[config.mk]
export PLATFORM = sky130hd
export DESIGN_NAME = alu_mdu
export DESIGN_NICKNAME = d
export VERILOG_FILES = /design/src/rtl/alu_mdu.sv
export SDC_FILE = /design/constraint.sdc
export NUM_CORES = 1
export LEC_CHECK = 0
export CORE_MARGIN = 10
export CORE_UTILIZATION = 53
export CTS_BUF_LIST = sky130_fd_sc_hd__clkbuf_4 sky130_fd_sc_hd__clkbuf_8 sky130_fd_sc_hd__clkbuf_16
export CTS_CLUSTER_SIZE = 12
export DETAILED_ROUTE_END_ITERATION = 12
export MAX_ROUTING_LAYER = met4
export PLACE_DENSITY = 0.85
export SLEW_MARGIN = 20
export SYNTH_ARGS = -nofsm -noshare
export SYNTH_HDL_FRONTEND = slang
export SYNTH_SLANG_ARGS = --single-unit
[constraint.sdc]
create_clock -name i_clk -period 2.71 [get_ports i_clk]
set_input_delay 0.4065 -clock i_clk [delete_from_list [all_inputs] [get_ports i_clk]]
set_output_delay 0.4065 -clock i_clk [all_outputs]
set_load 0.005 [all_outputs]
[src/rtl/alu_mdu.sv]
// alu_mdu: iterative radix-2 RV32M multiply/divide unit; divider built only when ALU_MDU_DIV_EN is defined
module alu_mdu #(
  parameter int WIDTH = 32,
  parameter int CNT_W = $clog2(WIDTH) + 1
) (
  input  logic             i_clk,
  input  logic             i_rst_n,
  input  logic             i_valid,
  output logic             o_ready,
  input  logic [2:0]       i_funct3,
  input  logic [WIDTH-1:0] i_operand_a,
  input  logic [WIDTH-1:0] i_operand_b,
  input  logic             i_flush,
  output logic             o_valid,
  input  logic             i_ready,
  output logic [WIDTH-1:0] o_result,
  output logic             o_div_by_zero,
  output logic             o_illegal
);
  typedef enum logic [1:0] {IDLE, CALC, FIX, DONE} state_t;
  state_t state, state_nx;
  logic [CNT_W-1:0] cnt;
  logic [2:0] op;
  logic [WIDTH-1:0] mag_a, mag_b, in_mag_a, in_mag_b, mul_res, result_nx;
  logic [2*WIDTH-1:0] acc, acc_nx, prod;
  logic [WIDTH:0] mul_sum;
  logic neg_res, a_sgn, b_sgn, sa, sb, accept, fast;
`ifdef ALU_MDU_DIV_EN
  logic [WIDTH-1:0] raw_a, quo, rem, div_res;
  logic [WIDTH:0] shifted, diff;
  logic rem_neg, dz, ovf, in_dz, in_ovf, ge;
`else
  logic ill;
`endif
  always_comb begin
    accept = state == IDLE && i_valid && !i_flush;
    a_sgn = i_funct3[2] ? !i_funct3[0] : ^i_funct3[1:0];
    b_sgn = i_funct3[2] ? !i_funct3[0] : (i_funct3[1:0] == 2'b01);
    sa = a_sgn & i_operand_a[WIDTH-1];
    sb = b_sgn & i_operand_b[WIDTH-1];
    in_mag_a = sa ? -i_operand_a : i_operand_a;
    in_mag_b = sb ? -i_operand_b : i_operand_b;
    mul_sum = {1'b0, acc[2*WIDTH-1:WIDTH]} + {1'b0, mag_a & {WIDTH{acc[0]}}};
    prod = neg_res ? -acc : acc;
    mul_res = op == 3'b000 ? prod[WIDTH-1:0] : prod[2*WIDTH-1:WIDTH];
`ifdef ALU_MDU_DIV_EN
    in_dz = i_funct3[2] && i_operand_b == '0;
    in_ovf = i_funct3[2] && !i_funct3[0] && i_operand_a == {1'b1, {(WIDTH-1){1'b0}}} && &i_operand_b;
    fast = in_dz || in_ovf;
    // restoring step: the W+1-bit trial difference's sign bit says whether the divisor fits
    shifted = {acc[2*WIDTH-1:WIDTH], acc[WIDTH-1]};
    diff = shifted - {1'b0, mag_b};
    ge = !diff[WIDTH];
    quo = acc[WIDTH-1:0];
    rem = acc[2*WIDTH-1:WIDTH];
    div_res = op[1] ? (rem_neg ? -rem : rem) : (neg_res ? -quo : quo);
    acc_nx = op[2] ? {ge ? diff[WIDTH-1:0] : shifted[WIDTH-1:0], acc[WIDTH-2:0], ge}
                   : {mul_sum, acc[WIDTH-1:1]};
    result_nx = dz ? (op[1] ? raw_a : '1) : ovf ? (op[1] ? '0 : raw_a) : op[2] ? div_res : mul_res;
`else
    fast = i_funct3[2];
    acc_nx = {mul_sum, acc[WIDTH-1:1]};
    result_nx = ill ? '0 : mul_res;
`endif
    state_nx = i_flush ? IDLE :
               state == IDLE ? (i_valid ? (fast ? FIX : CALC) : IDLE) :
               state == CALC ? (cnt == CNT_W'(1) ? FIX : CALC) :
               state == FIX  ? DONE : (i_ready ? IDLE : DONE);
    o_ready = state == IDLE;
    o_valid = state == DONE;
  end
  always_ff @(posedge i_clk or negedge i_rst_n) begin
    if (!i_rst_n) begin
      state <= IDLE;
      cnt <= '0;
      op <= '0;
      mag_a <= '0;
      mag_b <= '0;
      neg_res <= 1'b0;
      acc <= '0;
      o_result <= '0;
      o_div_by_zero <= 1'b0;
      o_illegal <= 1'b0;
`ifdef ALU_MDU_DIV_EN
      raw_a <= '0;
      rem_neg <= 1'b0;
      dz <= 1'b0;
      ovf <= 1'b0;
`else
      ill <= 1'b0;
`endif
    end else begin
      state <= state_nx;
      if (accept) begin
        op <= i_funct3;
        mag_a <= in_mag_a;
        mag_b <= in_mag_b;
        neg_res <= sa ^ sb;
        cnt <= CNT_W'(WIDTH);
        acc <= {{WIDTH{1'b0}}, i_funct3[2] ? in_mag_a : in_mag_b};
`ifdef ALU_MDU_DIV_EN
        raw_a <= i_operand_a;
        rem_neg <= sa;
        dz <= in_dz;
        ovf <= in_ovf;
`else
        ill <= i_funct3[2];
`endif
      end
      if (state == CALC) begin
        acc <= acc_nx;
        cnt <= cnt - CNT_W'(1);
      end
      if (state == FIX) begin
        o_result <= result_nx;
`ifdef ALU_MDU_DIV_EN
        o_div_by_zero <= dz;
        o_illegal <= 1'b0;
`else
        o_div_by_zero <= 1'b0;
        o_illegal <= ill;
`endif
      end
    end
  end
endmodule

==> Word level (Yosys, flattened, before mapping) <==
Cells that the tools add are included.
{ "word_totals": {"regBits": 142, "in_bits": 72, "out_inout_bits": 36, "word_cells": 51} }
{ "classes": {"reduce_logical": 8, "bitwise": 4, "n_eq_ne": 5, "add_sub_neg": 5, "muxes": 20} }
{ "op_table": {"columns": ["operator", "count"], "rows": [
  ["two-way mux 64 bit", 3],
  ["two-way mux 32 bit", 5],
  ["negator 32 bit", 2],
  ["negator 64 bit", 1],
  ["adder 32 x 32 -> 33 bit", 1],
  ["AND 32 bit", 1],
  ["two-way mux 2 bit", 8],
  ["two-way mux 6 bit", 2],
  ["equality test 6 x 1 -> 1 bit, second input constant", 1],
  ["subtractor 6 x 1 -> 6 bit, second input constant", 1],
  ["equality test 2 x 1 -> 1 bit, second input constant", 2],
  ["equality test 2 bit, second input constant", 2],
  ["logical NOT 3 bit", 1],
  ["AND 1 bit", 2],
  ["logical AND 1 bit", 2],
  ["logical NOT 1 bit", 2],
  ["logical NOT 2 bit", 1],
  ["two-way mux 1 bit", 2],
  ["nonzero test 2 bit", 1],
  ["parity 2 bit", 1],
  ["XOR 1 bit", 1]
]} }

==> Longest topological paths before layout <==
Gate-level depths: netlist (run 1).
{ "logic_depth": {"ltp_word": 7, "depth_mapped": 14, "ltp_nobuf": 12} }

==> Worst setup path after synthesis (run 1) <==
No wires, ideal clock.
{ "synth_path": {"path_type": "reg2reg", "start": "register acc[0]", "end": "register acc[61]", "required_ns": 2.586, "slack_ns": -0.158, "synth_period_minus_slack_ns": 2.868, "setup_ns": 0.124, "stages_incl_launch_ff": 14, "arrival_time_ns": 2.744, "path_buffers": 2, "path_cell_list": "dfrtp_1 -> clkbuf_1 -> clkbuf_1 -> and2_1 -> ha_1 -> inv_1 -> fa_1 -> nor2b_1 -> o2111ai_1 -> nand4b_1 -> nand2_1 -> a31o_2 -> o21a_1 -> a211o_1"} }
{ "synth_via": {"elab_chain_cells": 3} }
{ "synth_lines": {"columns": ["element", "line_no", "source"], "rows": [
  ["start: declaration", "25", "logic [2*WIDTH-1:0] acc, acc_nx, prod;"],
  ["start signal: assignment", "100", "acc <= {{WIDTH{1'b0}}, i_funct3[2] ? in_mag_a : in_mag_b};"],
  ["start signal: assignment", "111", "acc <= acc_nx;"],
  ["AND 32 bit", "43", "mul_sum = {1'b0, acc[2*WIDTH-1:WIDTH]} + {1'b0, mag_a & {WIDTH{acc[0]}}};"],
  ["adder 32 x 32 -> 33 bit", "43", null],
  ["two-way mux 64 bit", "110", "if (state == CALC) begin"]
]} }
Every way passes these cells.
A chain may end at the register's enable or synchronous reset.

==> Worst setup path after layout (run 1) <==
{ "layout_path": {"start": "register acc[0]", "end": "register acc[51]"} }
Same word-level chain as after synthesis.

==> results of run 1 <==
-- registers in the layout, indices dropped and copies added (netlist names) --
name       flops
cnt            6
neg_res        1
op             3
o_illegal      1
mag_a         32
acc           64
state          2
o_result      32
-- logic make-up (layout without fill, tap and decap cells) --
kind of cell | Yosys count | after routing | synth area share
AND/OR/NAND/NOR | 431 | 431 | 0.204
AO/OA/AOI/OAI | 410 | 410 | 0.247
XOR/XNOR | 142 | 142 | 0.119
flip-flops | 141 | 141 | 0.338
buffers and inverters | 103 | 329 | 0.0375
adder cells (fa/ha/maj) | 39 | 39 | 0.0474
multiplexers | 7 | 7 | 0.00683
other | 1 | 1 | 0.000359
-- placed cells by master (no fill, tap or decap), types with 7 or more instances in the layout --
cell	count
a21o_1	14
a21oi_1	72
a22oi_1	16
a31oi_1	10
and2_1	31
and3_1	12
buf_4	157
clkbuf_16	17
clkdlybuf4s50_1	105
dfrtp_1	138
ha_1	25
ha_4	7
inv_1	27
nand2_1	173
nand2b_1	10
nand3_1	32
nor2_1	68
nor3_1	15
o211ai_1	10
o21ai_0	143
o21ai_1	14
o221ai_1	22
o31ai_1	26
or3_1	14
or4_1	14
xnor2_1	53
xor2_1	88
-- metrics by stage --
stage | hold slack [ps] | utilization | total power, W | instances | area [µm²]
after global placement | 420 | 0.659 | 0.0108 | 1727 | 12800
final | 472 | 0.713 | 0.0142 | 1765 | 13800
after detailed placement | 419 | 0.659 | 0.0111 | 1728 | 12800
after CTS | 475 | 0.694 | 0.0136 | 1762 | 13500
after floorplan | 111 | - | 0.00801 | 1274 | 10500
after global routing | 495 | 0.713 | 0.0151 | 1765 | 13800
-- worst paths after layout --
path / start / end / slack [ps] / cells after the start
setup reg to reg: acc[0] / acc[51] / 8 / 11
hold reg to reg: o_result[18] / o_result[18] / 470 / 2
setup / recovery: acc[0] / acc[51] / 8 / 11
max in group asynchronous: i_rst_n / acc[59] / 1400 / 3
hold / removal: o_result[18] / o_result[18] / 470 / 2
min in group asynchronous: i_rst_n / o_result[6] / 520 / 2
-- worst max-delay path, delay by kind of cell (launching register included) --
family / cells / cell delay [ps]
muxes: 1 / 210
DFF: 1 / 460
AOI/OAI and AO/OA: 5 / 1040
adders and majority gates: 1 / 210
buffers and inverters: 1 / 170
and+or+nand+nor: 3 / 480
-- layer usage --
layer,wire (µm),GRT usage
met3,3220,0.0570
met2,16000,0.406
met4,976,0.0997
met1,14700,0.342
met5,0,-
-- power by group through the flow --
stage	Combinational [W]	Sequential, W	Clock [W]
6_report	0.00786	0.00395	0.00243
5_1_grt	0.00847	0.00406	0.00252
4_1_cts	0.00733	0.00388	0.00243
3_5_place_dp	0.00718	0.00389	0
3_3_place_gp	0.00695	0.00383	0
2_1_floorplan	0.00426	0.00375	0
-- what timing repair did --
item,in CTS,in global routing
hold buffers,1,0
pin swaps,2,17
buffers inserted,1,3
endpoints found under the hold margin,55,0
endpoints found under the setup margin,14,36
resized for setup,11,73
-- layout make-up --
class	instances	area, µm²
multi-input combinational	1030	6920
fill	1408	5570
sequential	141	3530
timing repair buffer	269	2330
clock buffer	19	453
tap	265	332
clock inverter	13	155
inverter	28	105
==> impl_metrics.yaml, run 1 <==
status:
  status: "complete, no violations"
pwr:
  p_int_w: 0.00791
  irDropWorstVdd_uv: 556
  comb_power_share: 0.552
  power_switching_w: 0.00634
  power_density_nw_per_um2: 1030
  power_frac_seq: 0.278
  p_clk_frac: 0.171
  leakage_nw: 5.93
  swShare: 0.445
sta:
  fin_crit_sh: 0.997
  hold_viol: 0
  final.setup.tns_ps: 0
  worst_pin_slew_ps: 677
  fin_crit_ps: 2700
  maxSlewHeadroom: 0.547
  timing.final.ws_setup_ps: 7.57
  finalSetupViolations: 0
  slew_viol_final: 0
  max_freq_mhz: 370
  rsz0062_at_grt: "true"
  fin_skew_ps: 13.3
yosys:
  syn_inst: 1274
  synth_edf_count: 0
  synth_seq_cells: 141
  ys_seq_area_frac: 0.338
  synth_common_cells: "176 x nand2_1, 157 x o21ai_0, 141 x dfrtp_1, 89 x xor2_1, 78 x a21oi_1"
  synth.largest_area_cell: "dfrtp_1"
  netlist.area_leader.share: 0.338
  syn_area_um2: 10400
  async_reset_ff_frac: 1.00
  syn-mean-instance-area_um2: 8.20
  yosysUniqueCellTypes: 70
  ys_warn_count: 0
  yosysMostFrequentCell: "nand2_1"
  synth-main-ff-cell: "dfrtp_1"
  syn_nets: 1385
  yosys-top-cells-area: "dfrtp_1 34%, o21ai_0 7.5%, xor2_1 7.5%, nand2_1 6.3%, ha_1 4.6%"
setup_path:
  worst_path_max_delay_cell: "dfrtp_2"
  path_class: "reg -> reg"
  crit_path_max_fanout: 8
  endpoint_kind: "register"
  start_kind: "register"
  required_ps: 3020
  critPathMaxStageDelay_ps: 460
  worstPathCellList: "buf_4 > and2_1 > ha_2 > a211o_1 > a21oi_2 > nand4b_1 > a31oi_2 > o21ai_2 > o221ai_2 > mux2i_1 > nand3_1"
  crit_arrival_ps: 3010
floorplan:
  die_h_um: 160
  rows: 51
  dieArea_um2: 25700
  die_x_um: 160
  initial_utilization: 0.538
  core_area_um2: 19400
  ioPinCount: 108
layout:
  areaGrowthSynthToFinish_pct: 32.4
  diodes: 0
  drive_gt1_frac: 0.191
  fin_nets: 1598
routing:
  wl_um: 35000
  avgRoutedWirePerCell_um: 19.8
  num_vias: 11019
  drt-initial-drc-count: 1436
  ant_nets: 0
  via_per_inst: 6.24
  drc: 0
  dr.pass1.iters: 6
clock_network:
  numCtsBuffers: 17
  cts.htree.levels: 4
  worstSkewPairLatency_ps: 450
  cts.sinks: 141
  clk_pin_slew_ps: 60
  root_buffer: "clkbuf_16"
  clk_path_buf_depth: 2
  cts_tree: "done"
global_routing:
  grt_pass1_vias: 10536
  antenna_found_initial: 0
  track_usage: 0.266
  grt_first_pass_wirelength_um: 54900
  grt_max_degree: 60
  gr-total-overflow: 0
run:
  drv_cap: 0
place:
  port-buffer-count: 106
  pre_cts_ws_ps: -292
  routabilityCongestion: 0.974
  place_hpwl_um: 25800
min_path:
  hold_class: "reg -> reg"
(Power assumes the default switching activity.)
==> run 2, diff against run 1 <==
CAP_MARGIN = 10   (was not set)
CORE_ASPECT_RATIO = 1.75   (was not set)
==> run 2 against run 1 <==
Net effect:
- the flow now finishes with violations (negative setup slack)
- core utilization up 3.0 points
- die area up 0.86%
- first-iteration DRC count down 24%
- power up 4.3%
- combinational power up 5.9%
==> impl_metrics.yaml, run 2 (same netlist as run 1, synthesis figures left out) <==
routing:
  wl_um: 37100
  avgRoutedWirePerCell_um: 20.7
  num_vias: 11404
  ant_nets: 0
  dr.pass1.iters: 6
  drt-initial-drc-count: 1092
  drc: 0
  via_per_inst: 6.39
clock_network:
  numCtsBuffers: 17
  cts.htree.levels: 4
  cts_tree: "done"
  worstSkewPairLatency_ps: 440
  cts.sinks: 141
  root_buffer: "clkbuf_16"
  clk_path_buf_depth: 2
  clk_pin_slew_ps: 70
layout:
  largest_register_ffs: 64
  top_regs: "acc x64, mag_a x32, o_result x32"
  diodes: 0
  final_util: 0.742
  n_fill_cell: 1376
  areaGrowthSynthToFinish_pct: 37.0
  layout_commonest_cell: "buf_4"
  drive_gt1_frac: 0.227
  top_register: "acc"
  fin_nets: 1643
  final_cell_mix: "192 x buf_4, 172 x nand2_1, 138 x dfrtp_1"
  final_area_um2: 14300
pwr:
  irDropWorstVdd_uv: 516
  power_w: 0.0149
  leakage_nw: 6.21
  power_density_nw_per_um2: 1040
setup_path:
  path_class: "reg -> reg"
  required_ps: 3030
  endpoint_kind: "register"
  start_kind: "register"
  crit_arrival_ps: 3150
  crit_path_max_fanout: 4
sta:
  timing.final.ws_setup_ps: -117
  worst_pin_slew_ps: 1220
  fin_crit_ps: 2830
  finalSetupViolations: 7
  fin_skew_ps: 11.4
  fin_crit_sh: 1.04
  rsz0062_at_grt: "true"
  hold_slack_ps: 475
  hold_viol: 0
  slew_viol_final: 0
  maxSlewHeadroom: 0.189
  max_freq_mhz: 354
floorplan:
  die_h_um: 206
  core_area_um2: 19300
  dieArea_um2: 25900
  initial_utilization: 0.542
  ioPinCount: 108
  die_x_um: 126
  rows: 67
global_routing:
  globalRouteMet3Util: 0.0453
  met2_usage: 0.485
  antenna_found_initial: 0
  grt_max_degree: 73
  grt_first_pass_wirelength_um: 57500
  grt_pass1_vias: 11430
  track_usage: 0.278
  top_usage_layer: "met2"
  use_met1: 0.290
  gr-total-overflow: 0
min_path:
  hold_class: "reg -> reg"
status:
  violations: "negative setup slack"
  status: "finished with violations"
place:
  place_hpwl_um: 27100
  routabilityCongestion: 0.976
  port-buffer-count: 106
  placed_cell_area_um2: 13100
run:
  drv_cap: 0
==> run 2: repair_timing <==
item | in CTS | in global routing
pin swaps | 4 | 31
setup buffers | 2 | 9
setup endpoints to repair | 21 | 56
gates resized for setup | 20 | 112
hold buffers | 1 | 0
cloned | 0 | 1
hold endpoints to repair | 47 | 0
==> run 2: area by class of cell <==
class / count / area, µm² / share of cell area
multi-input cells: 1030 / 7050 / 0.493
flip-flops and latches: 141 / 3530 / 0.247
repair buffers: 314 / 2710 / 0.189
clock buffers: 19 / 447 / 0.0312
well taps: 241 / 302 / 0.0211
clock inverters: 13 / 164 / 0.0115
inverters: 28 / 105 / 0.00734
==> run 2: critical path: stages (launching register included) <==
cell and delay [ps]:
dfrtp_1 400, nor3_2 200, buf_4 160, nand4_1 230
or4_4 520, or3_1 370, nor4_1 180, buf_4 160
nand3b_1 100, o2111ai_1 140, a22o_1 240
==> run 2: report_power, final <==
part	internal (W)	switching [W]	total (W)	leakage, nW
clock	0.00149	0.000999	0.00249	0.297
sequential	0.00303	0.00102	0.00405	1.80
combinational	0.00376	0.00456	0.00832	4.12
total	0.00828	0.00658	0.0149	6.21
==> run 2: worst paths after layout <==
kind / end / cells past startpoint / slack, ps / startpoint
min in group asynchronous: mag_a[10] / 2 / 530 / i_rst_n
setup / recovery: o_result[31] / 10 / -120 / acc[45]
max in group asynchronous: acc[61] / 3 / 1450 / i_rst_n
hold reg to reg: mag_a[13] / 2 / 480 / mag_a[13]
hold / removal: mag_a[13] / 2 / 480 / mag_a[13]
setup reg to reg: o_result[31] / 10 / -120 / acc[45]
==> run 2: metrics by stage <==
step / setup slack [ps] / setup TNS, ps / instances
2_1_floorplan: 18.9 / 0 / 1274
3_3_place_gp: -333 / -7820 / 1742
3_5_place_dp: -412 / -9990 / 1742
4_1_cts: -12.7 / -12.7 / 1777
5_1_grt: -160 / -2100 / 1786
6_report: -117 / -270 / 1786
==> run 2: routing by layer <==
metal,up-vias,wire [µm]
met5,-,0
met4,0,2530
met3,215,2620
met2,634,18900
met1,5410,13000
li1,5145,-
